[config.mk]
export PLATFORM = sky130hd
export DESIGN_NAME = despertador_entradas
export DESIGN_NICKNAME = d
export VERILOG_FILES = /design/src/rtl/despertador.sv /design/src/rtl/despertador_pkg.sv /design/src/rtl/despertador_antirebote.sv /design/src/rtl/despertador_entradas.sv
export SDC_FILE = /design/constraint.sdc
export NUM_CORES = 1
export LEC_CHECK = 0
export CAP_MARGIN = 0
export CORE_ASPECT_RATIO = 1.2
export CORE_MARGIN = 3
export CORE_UTILIZATION = 67
export CTS_CLUSTER_SIZE = 8
export DETAILED_ROUTE_END_ITERATION = 6
export PLACE_DENSITY = 0.85
export SKIP_LAST_GASP = 1
export SLEW_MARGIN = 15
export SYNTH_ARGS = -nofsm -noshare
export SYNTH_HDL_FRONTEND = slang
export SYNTH_SLANG_ARGS = --single-unit
[constraint.sdc]
create_clock -name clk_clk -period 10.9 [get_ports clk_clk]
set_input_delay 1.635 -clock clk_clk [delete_from_list [all_inputs] [get_ports clk_clk]]
set_output_delay 1.635 -clock clk_clk [all_outputs]
set_load 0.03 [all_outputs]
[src/rtl/despertador.sv]
// Input front end of the alarm clock lives in despertador_entradas.sv.

[src/rtl/despertador_pkg.sv]
// Shared definitions for the alarm-clock input front end.
// Contents: per-button FSM state enum, default cycle constants (50 MHz board),
// and a helper that sizes down-counters from a cycle span.
package despertador_pkg;

  typedef enum logic [1:0] {
    IDLE   = 2'd0,
    HELD   = 2'd1,
    REPEAT = 2'd2
  } btn_state_t;

  localparam int unsigned DEB_CYCLES_DEF        = 1_000_000;
  localparam int unsigned RPT_DELAY_CYCLES_DEF  = 25_000_000;
  localparam int unsigned RPT_PERIOD_CYCLES_DEF = 5_000_000;

  // Bits needed for a counter that runs 0 .. span-1 (at least one bit).
  function automatic int unsigned cnt_width(int unsigned span);
    return (span < 2) ? 1 : $clog2(span);
  endfunction

endpackage

[src/rtl/despertador_antirebote.sv]
// Two-flop synchronizer followed by a level debouncer for one raw input.
// Ports: clk, rst (async, active-high), din (raw asynchronous input),
//        level (debounced level, 0 after reset).
// Parameters: DEB_CYCLES (consecutive stable cycles to accept a change),
//             INVERT (1 for active-low inputs so that level=1 means active).
module despertador_antirebote
  import despertador_pkg::*;
#(
  parameter int unsigned DEB_CYCLES = DEB_CYCLES_DEF,
  parameter bit          INVERT     = 1'b0
) (
  input  logic clk,
  input  logic rst,
  input  logic din,
  output logic level
);

  localparam int unsigned     CW   = cnt_width(DEB_CYCLES);
  localparam logic [CW-1:0]   LAST = CW'(DEB_CYCLES - 1);

  logic          meta;
  logic          sync;
  logic [CW-1:0] cnt;

  // Polarity is folded into the first flop so a reset synchronizer (all 0)
  // always reads as "inactive", whatever the board polarity.
  always_ff @(posedge clk or posedge rst) begin
    if (rst) begin
      meta  <= 1'b0;
      sync  <= 1'b0;
      cnt   <= '0;
      level <= 1'b0;
    end else begin
      meta <= din ^ INVERT;
      sync <= meta;
      if (sync == level) begin
        cnt <= '0;
      end else if (cnt == LAST) begin
        level <= sync;
        cnt   <= '0;
      end else begin
        cnt <= cnt + CW'(1);
      end
    end
  end

endmodule

[src/rtl/despertador_entradas.sv]
// Input conditioning for the alarm clock: synchronizes and debounces three
// active-low pushbuttons and two slide switches, turns button presses into
// one-cycle event pulses for the CPU PIO and exports debounced switch levels.
// Ports: clk_clk, reset_reset (async, active-high); *_raw board inputs;
//        btn*_export event pulses; sw*_export debounced levels.
// Build option: define DESPERTADOR_AUTOREPEAT_EN to enable hold-to-repeat
// on btnhora/btnmin; without it every button gives one pulse per press.
module despertador_entradas
  import despertador_pkg::*;
#(
  parameter int unsigned DEB_CYCLES        = DEB_CYCLES_DEF,
  parameter int unsigned RPT_DELAY_CYCLES  = RPT_DELAY_CYCLES_DEF,
  parameter int unsigned RPT_PERIOD_CYCLES = RPT_PERIOD_CYCLES_DEF
) (
  input  logic clk_clk,
  input  logic reset_reset,
  input  logic btnapagar_raw,
  input  logic btnhora_raw,
  input  logic btnmin_raw,
  input  logic swinicio_raw,
  input  logic swmodo_raw,
  output logic btnapagar_export,
  output logic btnhora_export,
  output logic btnmin_export,
  output logic swinicio_export,
  output logic swmodo_export
);

  localparam int unsigned NBTN = 3;  // index 0 = apagar, 1 = hora, 2 = min

  if (DEB_CYCLES < 1 || RPT_DELAY_CYCLES < 1 || RPT_PERIOD_CYCLES < 1) begin : g_param_check
    $error("despertador_entradas: cycle parameters must be at least 1");
  end

  logic [NBTN-1:0] pressed;
  logic [NBTN-1:0] fire;
  logic [NBTN-1:0] pulse;
  logic [NBTN-1:0] pulse_nx;
  btn_state_t      state    [NBTN];
  btn_state_t      state_nx [NBTN];

  despertador_antirebote #(.DEB_CYCLES(DEB_CYCLES), .INVERT(1'b1)) u_apagar (
    .clk(clk_clk), .rst(reset_reset), .din(btnapagar_raw), .level(pressed[0])
  );
  despertador_antirebote #(.DEB_CYCLES(DEB_CYCLES), .INVERT(1'b1)) u_hora (
    .clk(clk_clk), .rst(reset_reset), .din(btnhora_raw), .level(pressed[1])
  );
  despertador_antirebote #(.DEB_CYCLES(DEB_CYCLES), .INVERT(1'b1)) u_min (
    .clk(clk_clk), .rst(reset_reset), .din(btnmin_raw), .level(pressed[2])
  );
  despertador_antirebote #(.DEB_CYCLES(DEB_CYCLES), .INVERT(1'b0)) u_inicio (
    .clk(clk_clk), .rst(reset_reset), .din(swinicio_raw), .level(swinicio_export)
  );
  despertador_antirebote #(.DEB_CYCLES(DEB_CYCLES), .INVERT(1'b0)) u_modo (
    .clk(clk_clk), .rst(reset_reset), .din(swmodo_raw), .level(swmodo_export)
  );

`ifdef DESPERTADOR_AUTOREPEAT_EN
  localparam int unsigned   SPAN =
    (RPT_DELAY_CYCLES > RPT_PERIOD_CYCLES) ? RPT_DELAY_CYCLES : RPT_PERIOD_CYCLES;
  localparam int unsigned   RW          = cnt_width(SPAN);
  localparam logic [RW-1:0] DELAY_LAST  = RW'(RPT_DELAY_CYCLES - 1);
  localparam logic [RW-1:0] PERIOD_LAST = RW'(RPT_PERIOD_CYCLES - 1);

  logic [RW-1:0] cnt    [NBTN];
  logic [RW-1:0] cnt_nx [NBTN];
`endif

  always_comb begin
    for (int unsigned i = 0; i < NBTN; i++) begin
      state_nx[i] = state[i];
      fire[i]     = 1'b0;
`ifdef DESPERTADOR_AUTOREPEAT_EN
      cnt_nx[i]   = cnt[i];
`endif
      case (state[i])
        IDLE: begin
          if (pressed[i]) begin
            state_nx[i] = HELD;
            fire[i]     = 1'b1;
`ifdef DESPERTADOR_AUTOREPEAT_EN
            cnt_nx[i]   = '0;
`endif
          end
        end
        HELD: begin
          // Release is checked first so it beats a coincident deadline.
          if (!pressed[i]) begin
            state_nx[i] = IDLE;
          end
`ifdef DESPERTADOR_AUTOREPEAT_EN
          else if (i != 0) begin
            if (cnt[i] == DELAY_LAST) begin
              state_nx[i] = REPEAT;
              fire[i]     = 1'b1;
              cnt_nx[i]   = '0;
            end else if (cnt[i] != '1) begin
              cnt_nx[i] = cnt[i] + RW'(1);
            end
          end
`endif
        end
`ifdef DESPERTADOR_AUTOREPEAT_EN
        REPEAT: begin
          if (!pressed[i]) begin
            state_nx[i] = IDLE;
          end else if (cnt[i] == PERIOD_LAST) begin
            fire[i]   = 1'b1;
            cnt_nx[i] = '0;
          end else if (cnt[i] != '1) begin
            cnt_nx[i] = cnt[i] + RW'(1);
          end
        end
`endif
        default: state_nx[i] = IDLE;
      endcase
    end

    // Suppression only masks the pulse; the FSMs keep their own timing so
    // repeats resume on schedule without replaying what was masked.
    pulse_nx[0] = fire[0];
    pulse_nx[1] = fire[1] & ~pressed[0];
    pulse_nx[2] = fire[2] & ~pressed[0];
  end

  always_ff @(posedge clk_clk or posedge reset_reset) begin
    if (reset_reset) begin
      pulse <= '0;
      for (int unsigned i = 0; i < NBTN; i++) begin
        state[i] <= IDLE;
`ifdef DESPERTADOR_AUTOREPEAT_EN
        cnt[i]   <= '0;
`endif
      end
    end else begin
      pulse <= pulse_nx;
      for (int unsigned i = 0; i < NBTN; i++) begin
        state[i] <= state_nx[i];
`ifdef DESPERTADOR_AUTOREPEAT_EN
        cnt[i]   <= cnt_nx[i];
`endif
      end
    end
  end

  assign btnapagar_export = pulse[0];
  assign btnhora_export   = pulse[1];
  assign btnmin_export    = pulse[2];

endmodule

## Word level (Yosys, flattened, before mapping)

Cells that the tools add are included.

| cells by class | value |
|---|---|
| add/subtract/negate cells | 5 |
| multiply operators | 0 |
| divide/modulo/power cells | 0 |
| $lt $le $gt $ge | 0 |
| equality and inequality tests | 19 |
| shift operators | 0 |
| mux-type cells | 25 |
| bitwise operators | 11 |
| reduce and logical (&&, ||, !) cells | 11 |

Operators by type and width:

| kind | number |
|---|---|
| $mux W20 | 10 |
| $add A20 B1 Y20 const B | 5 |
| $eq A20 B20 Y1 const B | 5 |
| $reduce_and A2 Y1 | 8 |
| $mux W2 | 6 |
| $pmux W2 S2 | 3 |
| $not A1 Y1 | 9 |
| $eq A2 B1 Y1 const B | 3 |
| $logic_not A2 Y1 | 3 |
| $mux W1 | 6 |
| $ne A2 B1 Y1 const B | 3 |
| $ne A2 B2 Y1 const B | 3 |
| $eq A1 B1 Y1 | 5 |
| $and A1 B1 Y1 | 2 |

| word-level totals | value |
|---|---|
| flip-flop bits (word level) | 124 |
| bits in latches | 0 |
| bits in writable memories | 0 |
| ROM bits | 0 |
| input bits | 7 |
| output and inout bits | 5 |
| word-level logic and storage cells | 95 |
| memories | 0 |

## Logic depth before layout (Yosys ltp)

| depth | value |
|---|---|
| word-level depth | 3 |
| depth in mapped cells | 6 |
| gate-level depth less buffers | 5 |

## By module

From an unflattened synthesis, not the netlist that was laid out.

| second synthesis, totals | value |
|---|---|
| cell total of the unflattened synthesis | 563 |
| area total of the unflattened synthesis | 5939.4 um^2 |

By module, submodules not included:

| module | times used | cells each | area each (um^2) | sequential area each (um^2) |
|---|---|---|---|---|
| despertador_antirebote at u_apagar ... | 3 | 109 | 1153.6 | 575.6 |
| despertador_antirebote at u_inicio ... | 2 | 109 | 1118.6 | 575.6 |
| despertador_entradas | 1 | 18 | 241.5 | 150.1 |

## Least setup slack after synthesis

No wires, ideal clock.

| timing | value |
|---|---|
| path type | flip-flop to output port |
| from | register u_inicio.level |
| to | output port swinicio_export |
| arrival | 506 ps |
| data required time | 9265 ps |
| slack | 8759 ps |
| cell stages (with the launch flop) | 1 |
| buffers on the path | 0 |
| cells stage by stage | dfrtp_1 |

RTL lines:

| element | line | RTL |
|---|---|---|
| start, declared | despertador_antirebote.sv:15 | `output logic level` |
| start signal, assigned | despertador_antirebote.sv:39 | `level <= sync;` |
| end, declared | despertador_entradas.sv:25 | `output logic swinicio_export,` |

No word-level cell between the ends.

## Final worst setup path

| timing | value |
|---|---|
| from | register u_modo.level |
| to | output port swmodo_export |

RTL lines:

| element | line | RTL |
|---|---|---|
| start, declared | despertador_antirebote.sv:15 |  |
| start signal, assigned | despertador_antirebote.sv:39 |  |
| end, declared | despertador_entradas.sv:26 | `output logic swmodo_export` |

No word-level cell between the ends.

==> run summary <==
status: complete, no violations
Crit Reg-Reg Startpoint: u_min.cnt[16]
clk_skew: 6.98 ps
post-synthesis cell count: 580
Slew HR: 49.0%
initial antenna violation count: 0
maximum vdd drop: 0.000117 V
Peak Freq: 310 MHz
number of nets still failing antenna checks after routing: 0
chip width: 90.5 µm
period utilisation layout: 29.6%
syn avg cell area: 9.90 µm²
die area: 9730 µm²
Die Ht: 107 µm
initial core utilization: 69.7%
max-cap violations: 0
Crit. Startpoint: u_modo.level
Worst-path clk slew: 60 ps
CTS Root Cell: clkbuf_8
WL/cell: 16.7 µm
Post-Route WL: 12100 µm
worst hold slack: 347 ps
post-route setup TNS: 0 ps
leakage power: 2.67 nW
Final WS setup: 7670 ps
startpoint types: register
r2r endpoint: u_min.cnt[13]
Synth Flop Type: dfrtp_1
worst slew pin tran: 766 ps
Core ar.: 8240 µm²
final slew viol count: 0
first-pass GRT wire length: 20500 µm
crit-path leading delay family: buffers and inverters
Crit. End Element: primary output
gr usage total: 26.5%
Overall Power: 1.10 mW
pwr/cell area: 166 nW/µm²
Worst Hold Class: reg -> reg
cell breakdown of the critical path: clkdlybuf4s50_1
Final GP Congestion: 0.887
fill cell count: 472
pre-CTS worst setup slack: 7430 ps
Placed Instances: 693
# diodes: 0
Via density: 6.19
PortBufs: 11
commonest non-fill, non-tap cell in the layout: dfrtp_1
placed inst area: 5990 µm²
Util after Layout: 80.6%
TritonCTS Buffers: 17
largest net degree at the start of global routing: 66
sequential fraction of the synthesis area: 52.7%
Crit path largest cell delay: 690 ps
number of global-route vias before repair: 4537
fin cells: 725
# nets final: 613
IO Pins: 12
final hold vios: 0
reg2reg path depth: 5
clock buffer depth: 2
post-CTS setup repair buffer count: 0
Tmin final: 3230 ps
Mapped Area: 5740 µm²
total number of vias: 4487
ratio of cells with drive above 1 in the final layout: 9.33%
crit-path max FO: 3
#FFs+latches synth: 121
crit path DAT: 1590 ps
Worst EP required: 9270 ps
Reg2Reg Setup Slack: 8550 ps
most frequent cells in the layout: dfrtp_1, nor2_1, xnor2_1, nand3_1, xor2_1
CTS Hold Buffers Added: 0
Layout area overhead: 15.7%
worst path bufs/invs: 1
cts repair resizes: 0
WP depth: 1
endpoints failing setup: 0
Synth warnings: 0
H-tree Lvls: 4
async set-reset flop share out of synthesis: 100%
Post-synth EDFFs: 0
Setup Crit Path Kind: reg -> out
drt pass-1 iters: 4
Starting DRT DRC Count: 295
DR DRC count: 0
DP Wirelength: 7150 µm
clk_lat worst skew: 520 ps
Critical Path End: swmodo_export
Synth Net Count: 595
CTS tree: built
GR Overflow Total: 0
worst-path cell with the longest stage delay: clkdlybuf4s50_1
synth unique cells: 35
area of the multi-input gates: 2580 µm²
post-route cell area: 6650 µm²
# rows: 36
FF/Latch Area: 3030 µm²
Clock Sinks: 121
unrepaired setup endpoints after global routing: no
cells by family after synthesis:
kind of cell             share of synthesized area (%)
flip-flops                                        52.7
AO/OA/AOI/OAI                                     5.25
buffers and inverters                             2.68
AND/OR/NAND/NOR                                   25.5
adder cells (fa/ha/maj)                           1.74
multiplexers                                     0.980
XOR/XNOR                                          11.1
sequential cells by signal, indices dropped and copies added, names as in the netlist, 3 cells and up:
| signal | flops |
|---|---|
| u_hora.cnt | 20 |
| state | 3 |
| pulse | 3 |
| u_modo.cnt | 20 |
| u_apagar.cnt | 20 |
| u_min.cnt | 20 |
| u_inicio.cnt | 20 |
cells in the mapped netlist, drive strengths merged, types with 2 or more instances:
master    n  area [µm²]
mux2      5        56.3
nand4    30         188
nor2     80         300
buf       3        15.0
and2      5        31.3
nand3    39         200
o31ai    11        82.6
a21oi    25         125
nor4     18         113
nand2    31         116
or2       3        18.8
xor2     32         280
inv      22        82.6
clkbuf   15        56.3
and4      4        35.0
nor2b     4        25.0
and3      7        45.1
o21ai    17        85.1
or4      11        82.6
nor3     18        90.1
dfrtp   121        3030
nand4b    3        26.3
or3      16         104
or4b      2        20.0
ha        8         100
xnor2    41         359
nor4b     5        43.8
worst min-delay path by stage:
| stage | to | slack, ps | from | depth (start not counted) |
|---|---|---|---|---|
| floorplan | u_apagar.sync | 330 | u_apagar.meta | 0 |
| global placement | u_modo.sync | 330 | u_modo.meta | 0 |
| detailed placement | u_min.sync | 340 | u_min.meta | 0 |
| CTS | u_min.sync | 350 | u_min.meta | 0 |
| global route | u_min.sync | 370 | u_min.meta | 0 |
| finish | u_min.sync | 350 | u_min.meta | 0 |
where the power goes:
group	internal, mW	switching (mW)	total (mW)
combinational	0.00876	0.0203	0.0290
sequential	0.456	0.00653	0.463
clock	0.412	0.197	0.608
total	0.877	0.223	1.10
per-layer routing:
| metal | wire length, µm | global-route usage, % | vias up |
|---|---|---|---|
| li1 | - | - | 2081 |
| met5 | 0 | 0 | - |
| met1 | 4960 | 31.1 | 2240 |
| met3 | 583 | 8.88 | 22 |
| met2 | 6300 | 44.6 | 144 |
| met4 | 239 | 11.1 | 0 |
cell type report:
cell class | instances | area share (%)
Multi-Input combinational cell | 419 | 38.9
Clock buffer | 21 | 6.91
Timing Repair Buffer | 17 | 2.33
Clock inverter | 11 | 2.90
Tap cell | 114 | 2.15
Sequential cell | 121 | 45.6
Inverter | 22 | 1.28
Power figures use the tool's default switching activity.
==> RTL edit 1: new RTL, same flow settings <==
`DEB_CYCLES_DEF`: 1_000_000 -> 4_000_000.
--- a/src/rtl/despertador_pkg.sv
+++ b/src/rtl/despertador_pkg.sv
@@ -9,7 +9,7 @@
     REPEAT = 2'd2
   } btn_state_t;
 
-  localparam int unsigned DEB_CYCLES_DEF        = 1_000_000;
+  localparam int unsigned DEB_CYCLES_DEF        = 4_000_000;
   localparam int unsigned RPT_DELAY_CYCLES_DEF  = 25_000_000;
   localparam int unsigned RPT_PERIOD_CYCLES_DEF = 5_000_000;
 
Formal check against the unedited RTL: no difference found for any inputs over 10 cycles, from zero or initial values and one cycle with reset_reset high; that may be too few to reach the edited logic, so the function may still have changed.
==> RTL edit 1 against the unedited design <==
Final area up 6.5%; die area up 7.6%; synthesized cell count up 5.9%; wire length up 4.2%; maximum frequency up 0.28%; area after synthesis up 8.1%; sequential cell count up 10; worst setup slack better by 0.0091 ns; power up 3.5%; final cell count up 5.5%; count of clock-buffer cells in the layout down 3.
==> RTL edit 1: results (changes against the unedited design) <==
drt initial violations=383 (was 295); relative slew slack=0.400 (was 0.490); critical-path maximum fanout=3 (unchanged); pre-CTS setup slack=7.35 ns (was 7.43 ns); Worst-Skew Late Latency=0.52 ns (about the same); hold_buf cts=0 (unchanged); slowest stage delay, CP=0.68 ns; sequential-to-total area share from yosys stat=0.528 (was 0.527); Hold Crit Class=flip-flop to flip-flop (unchanged); gp weighted congestion=0.820 (was 0.887); Critical-path top delay cell=clkdlybuf4s50_1 (unchanged); largest net degree at the start of global routing=70 (was 66); Leak=2.90 nW (was 2.67 nW); status=completed (unchanged); wire length per cell=16.5 um (was 16.7 um); Yosys cell types=36 (was 35); Synth Warn #=0 (unchanged); Synth Net Count=629 (was 595); Via density=6.17 (was 6.19); H-tree depth=4 (unchanged); Crit path arrival time=1.58 ns; Worst-path clk slew=0.06 ns (about the same); worst-case clock buffer depth=2 (unchanged); layout net count=650 (was 613); Async SR Flop Fraction=1.00 (unchanged); Ant. Diodes=0 (unchanged); top cells by count, synth=dfrtp_1, nor2_1, xnor2_1 (unchanged); share of cells above drive strength 1=0.0864 (was 0.0933); R2R Setup Slk=8.37 ns (was 8.55 ns); initial antenna violation count=0 (unchanged); top cells by area, synth=dfrtp_1, xnor2_1, nor2_1, xor2_1, nand3_1 (unchanged); port bufs=11 (unchanged); Total GRT Usage=0.261 (was 0.265); Worst path top cell family by delay=buffers and inverters (unchanged); Num CTS Buffers=17 (unchanged); # resized after CTS=0 (unchanged); clk_skew=0.00664 ns (was 0.00698 ns); post-route setup slack=7.68 ns (was 7.67 ns); global-route wire length before repair=21700 um (was 20500 um); worst vdd ir=0.131 mV (was 0.117 mV); number of global-route vias before repair=4701 (was 4537); HPWL Detailed=7520 um (was 7150 um); post-CTS setup-driven buffer insertion count=0 (unchanged); Worst Hold Margin=0.349 ns (was 0.347 ns); root buffer cell=clkbuf_8 (unchanged); Pre-antenna DRT Iters=5 (was 4)
## RTL edit 1: worst paths after layout
check	startpoint	endpoint	cells after the start
max reg2reg	u_inicio.cnt[17]	u_inicio.cnt[4]	4
max	u_inicio.level	swinicio_export	1
max in group asynchronous	reset_reset	u_inicio.cnt[18]	3
min	u_min.meta	u_min.sync	0
min in group asynchronous	reset_reset	u_hora.cnt[10]	2
min reg2reg	u_min.meta	u_min.sync	0
## RTL edit 1: cells by family after synthesis
| group | synth area share |
|---|---|
| fa+ha+maj | 0.0161 |
| mux | 0.00907 |
| flops | 0.528 |
| simple gates | 0.251 |
| xor+xnor | 0.107 |
| buf+inv | 0.0248 |
| compound gates | 0.0639 |
## RTL edit 1: through the flow
stage,instance area [um2],cells
after floorplan,6210,614
after global placement,6440,733
after detailed placement,6440,733
after CTS,7080,765
after global routing,7080,765
final,7080,765
## RTL edit 1: metal layers
metal | wire [um] | global-route usage | part of all wire
met1 | 5270 | 0.320 | 0.42
met2 | 6610 | 0.442 | 0.52
met3 | 479 | 0.0770 | 0.038
met4 | 233 | 0.0829 | 0.019
met5 | 0 | 0 | 0
## RTL edit 1: power by group
part	leakage (nW)	switching, mW	internal (mW)
logic	0.796	0.0211	0.00842
registers	1.79	0.00610	0.493
clock network	0.307	0.211	0.399
## RTL edit 1: cell type report
cell class,count,area [um2]
clock buffers,18,428
inverters,23,88.8
clock inverters,14,210
repair buffers,15,140
flip-flops and latches,131,3280
fillers,542,1720
multi-input cells,447,2790
well taps,117,146
==> RTL edit 2: new RTL, config.mk and constraints unchanged <==
Without the edit above. Register the input `btnhora_raw` before use. The logic sees it one clock later. The other inputs are not delayed to match.
--- a/src/rtl/despertador_entradas.sv
+++ b/src/rtl/despertador_entradas.sv
@@ -28,6 +28,12 @@
 
   localparam int unsigned NBTN = 3;  // index 0 = apagar, 1 = hora, 2 = min
 
+  logic btnhora_raw_q;
+
+  always_ff @(posedge clk_clk) begin
+    btnhora_raw_q <= btnhora_raw;
+  end
+
   if (DEB_CYCLES < 1 || RPT_DELAY_CYCLES < 1 || RPT_PERIOD_CYCLES < 1) begin : g_param_check
     $error("despertador_entradas: cycle parameters must be at least 1");
   end
@@ -43,7 +49,7 @@
     .clk(clk_clk), .rst(reset_reset), .din(btnapagar_raw), .level(pressed[0])
   );
   despertador_antirebote #(.DEB_CYCLES(DEB_CYCLES), .INVERT(1'b1)) u_hora (
-    .clk(clk_clk), .rst(reset_reset), .din(btnhora_raw), .level(pressed[1])
+    .clk(clk_clk), .rst(reset_reset), .din(btnhora_raw_q), .level(pressed[1])
   );
   despertador_antirebote #(.DEB_CYCLES(DEB_CYCLES), .INVERT(1'b1)) u_min (
     .clk(clk_clk), .rst(reset_reset), .din(btnmin_raw), .level(pressed[2])
Check against the original RTL: same outputs for any inputs over 10 cycles, from zero or initial values and one cycle with reset_reset high; that may be too few to reach the edited logic, so the function may still have changed.
==> RTL edit 2 against the unedited design <==
Synthesized cell count is 0.17% higher; global-route usage grew 0.46 points; wire length is essentially flat; non-clock buffer count unchanged; worst setup slack gained 0.0095 ns; area after synthesis up 0.35%; power shrank 0.53%; via count down 0.16%; count of clock-buffer cells in the layout grew 4; first-iteration DRC count shrank 0.68%; final area rose by 0.11%; register-to-register slack worse by 0.05 ns; sequential cell count grew 1; largest cell class unchanged; highest routed layer unchanged.
==> RTL edit 2: results (changes against the unedited design) <==
layout net count=614 (was 613); global-route wire length before repair=20900 um (was 20500 um); mux cell area share after synthesis=0.00977 (was 0.00980); # fillers=521 (was 472); gp weighted congestion=0.868 (was 0.887); largest net degree at the start of global routing=67 (was 66); pre-CTS setup slack=7.42 ns (was 7.43 ns); sequential-to-total area share from yosys stat=0.529 (was 0.527); post-synthesis compound-gate area fraction=0.0523 (was 0.0525); met2 usage=0.473 (was 0.446); met3 Usage GRT=0.0622 (was 0.0888); Leak=2.70 nW (was 2.67 nW); top cells by area, synth=dfrtp_1, xnor2_1, nor2_1, xor2_1, nand3_1 (unchanged); Worst-Skew Late Latency=0.53 ns; # placed instances=694 (was 693); Synth Net Count=596 (was 595); status=completed (unchanged); share of cells above drive strength 1=0.0915 (was 0.0933); relative slew slack=0.454 (was 0.490); xor/xnor share of the synthesized area=0.111 (about the same); Post-Syn Area per Cell=9.92 um2 (was 9.90 um2); number of global-route vias before repair=4493 (was 4537); Total GRT Usage=0.269 (was 0.265); slowest stage delay, CP=0.68 ns; Via density=6.17 (was 6.19); port bufs=11 (unchanged); HPWL Detailed=7560 um (was 7150 um); met1 Resource Use GR=0.312 (was 0.311); drt initial violations=293 (was 295); Yosys cell types=36 (was 35); Async SR Flop Fraction=0.992 (was 1.00); Critical-path top delay cell=clkdlybuf4s50_1 (unchanged); Pre-antenna DRT Iters=5 (was 4); Synth Area in Adders=0.0174 (about the same); wire length per cell=16.6 um (was 16.7 um); worst vdd ir=0.129 mV (was 0.117 mV); placed cell area=6010 um2 (was 5990 um2); Final Non-Filler Cells=726 (was 725); clk_skew=0.00882 ns (was 0.00698 ns)
[RTL edit 2: changes by cell type in the layout (fill, tap and decap cells not counted)]
cell / delta
dfxtp_1: +1
clkinvlp_4: -5
bufinv_16: -1
clkinv_2: +2
clkbuf_8: +3
clkbuf_1: +1
[RTL edit 2: path summary, 6_finish.rpt]
path / from / endpoint / slack [ns] / depth (start not counted)
worst max-delay path: u_modo.level / swmodo_export / 7.68 / 1
worst min-delay path: u_hora.meta / u_hora.sync / 0.35 / 0
worst max register to register: u_inicio.cnt[0] / u_inicio.cnt[19] / 8.50 / 6
worst min register to register: u_hora.meta / u_hora.sync / 0.35 / 0
max in group asynchronous: reset_reset / u_modo.cnt[18] / 8.06 / 3
min in group asynchronous: reset_reset / u_inicio.cnt[18] / 1.57 / 2
[RTL edit 2: cell type report]
class / instances / area share
Clock buffer: 25 / 0.0758
Clock inverter: 7 / 0.0203
Inverter: 22 / 0.0128
Multi-Input combinational cell: 419 / 0.388
Sequential cell: 122 / 0.458
Tap cell: 114 / 0.0214
Timing Repair Buffer: 17 / 0.0233
[RTL edit 2: kinds of logic (layout without fill, tap and decap cells)]
group           after synthesis  after routing
fa+ha+maj                     8              8
buf+inv                      40             71
compound gates               54             54
xor+xnor                     73             73
flops                       122            122
simple gates                279            279
mux                           5              5
[RTL edit 2: routing by layer]
metal  up-vias  wire length (um)
met5         -                 0
met4         0               306
met3        45               548
met2       158              6370
met1      2190              4840
li1       2087                 -
[RTL edit 2: power by group]
group	total, mW	leakage (nW)	switching [mW]	internal [mW]
logic	0.0294	0.714	0.0204	0.00898
registers	0.466	1.66	0.00629	0.460
clock network	0.598	0.318	0.192	0.407
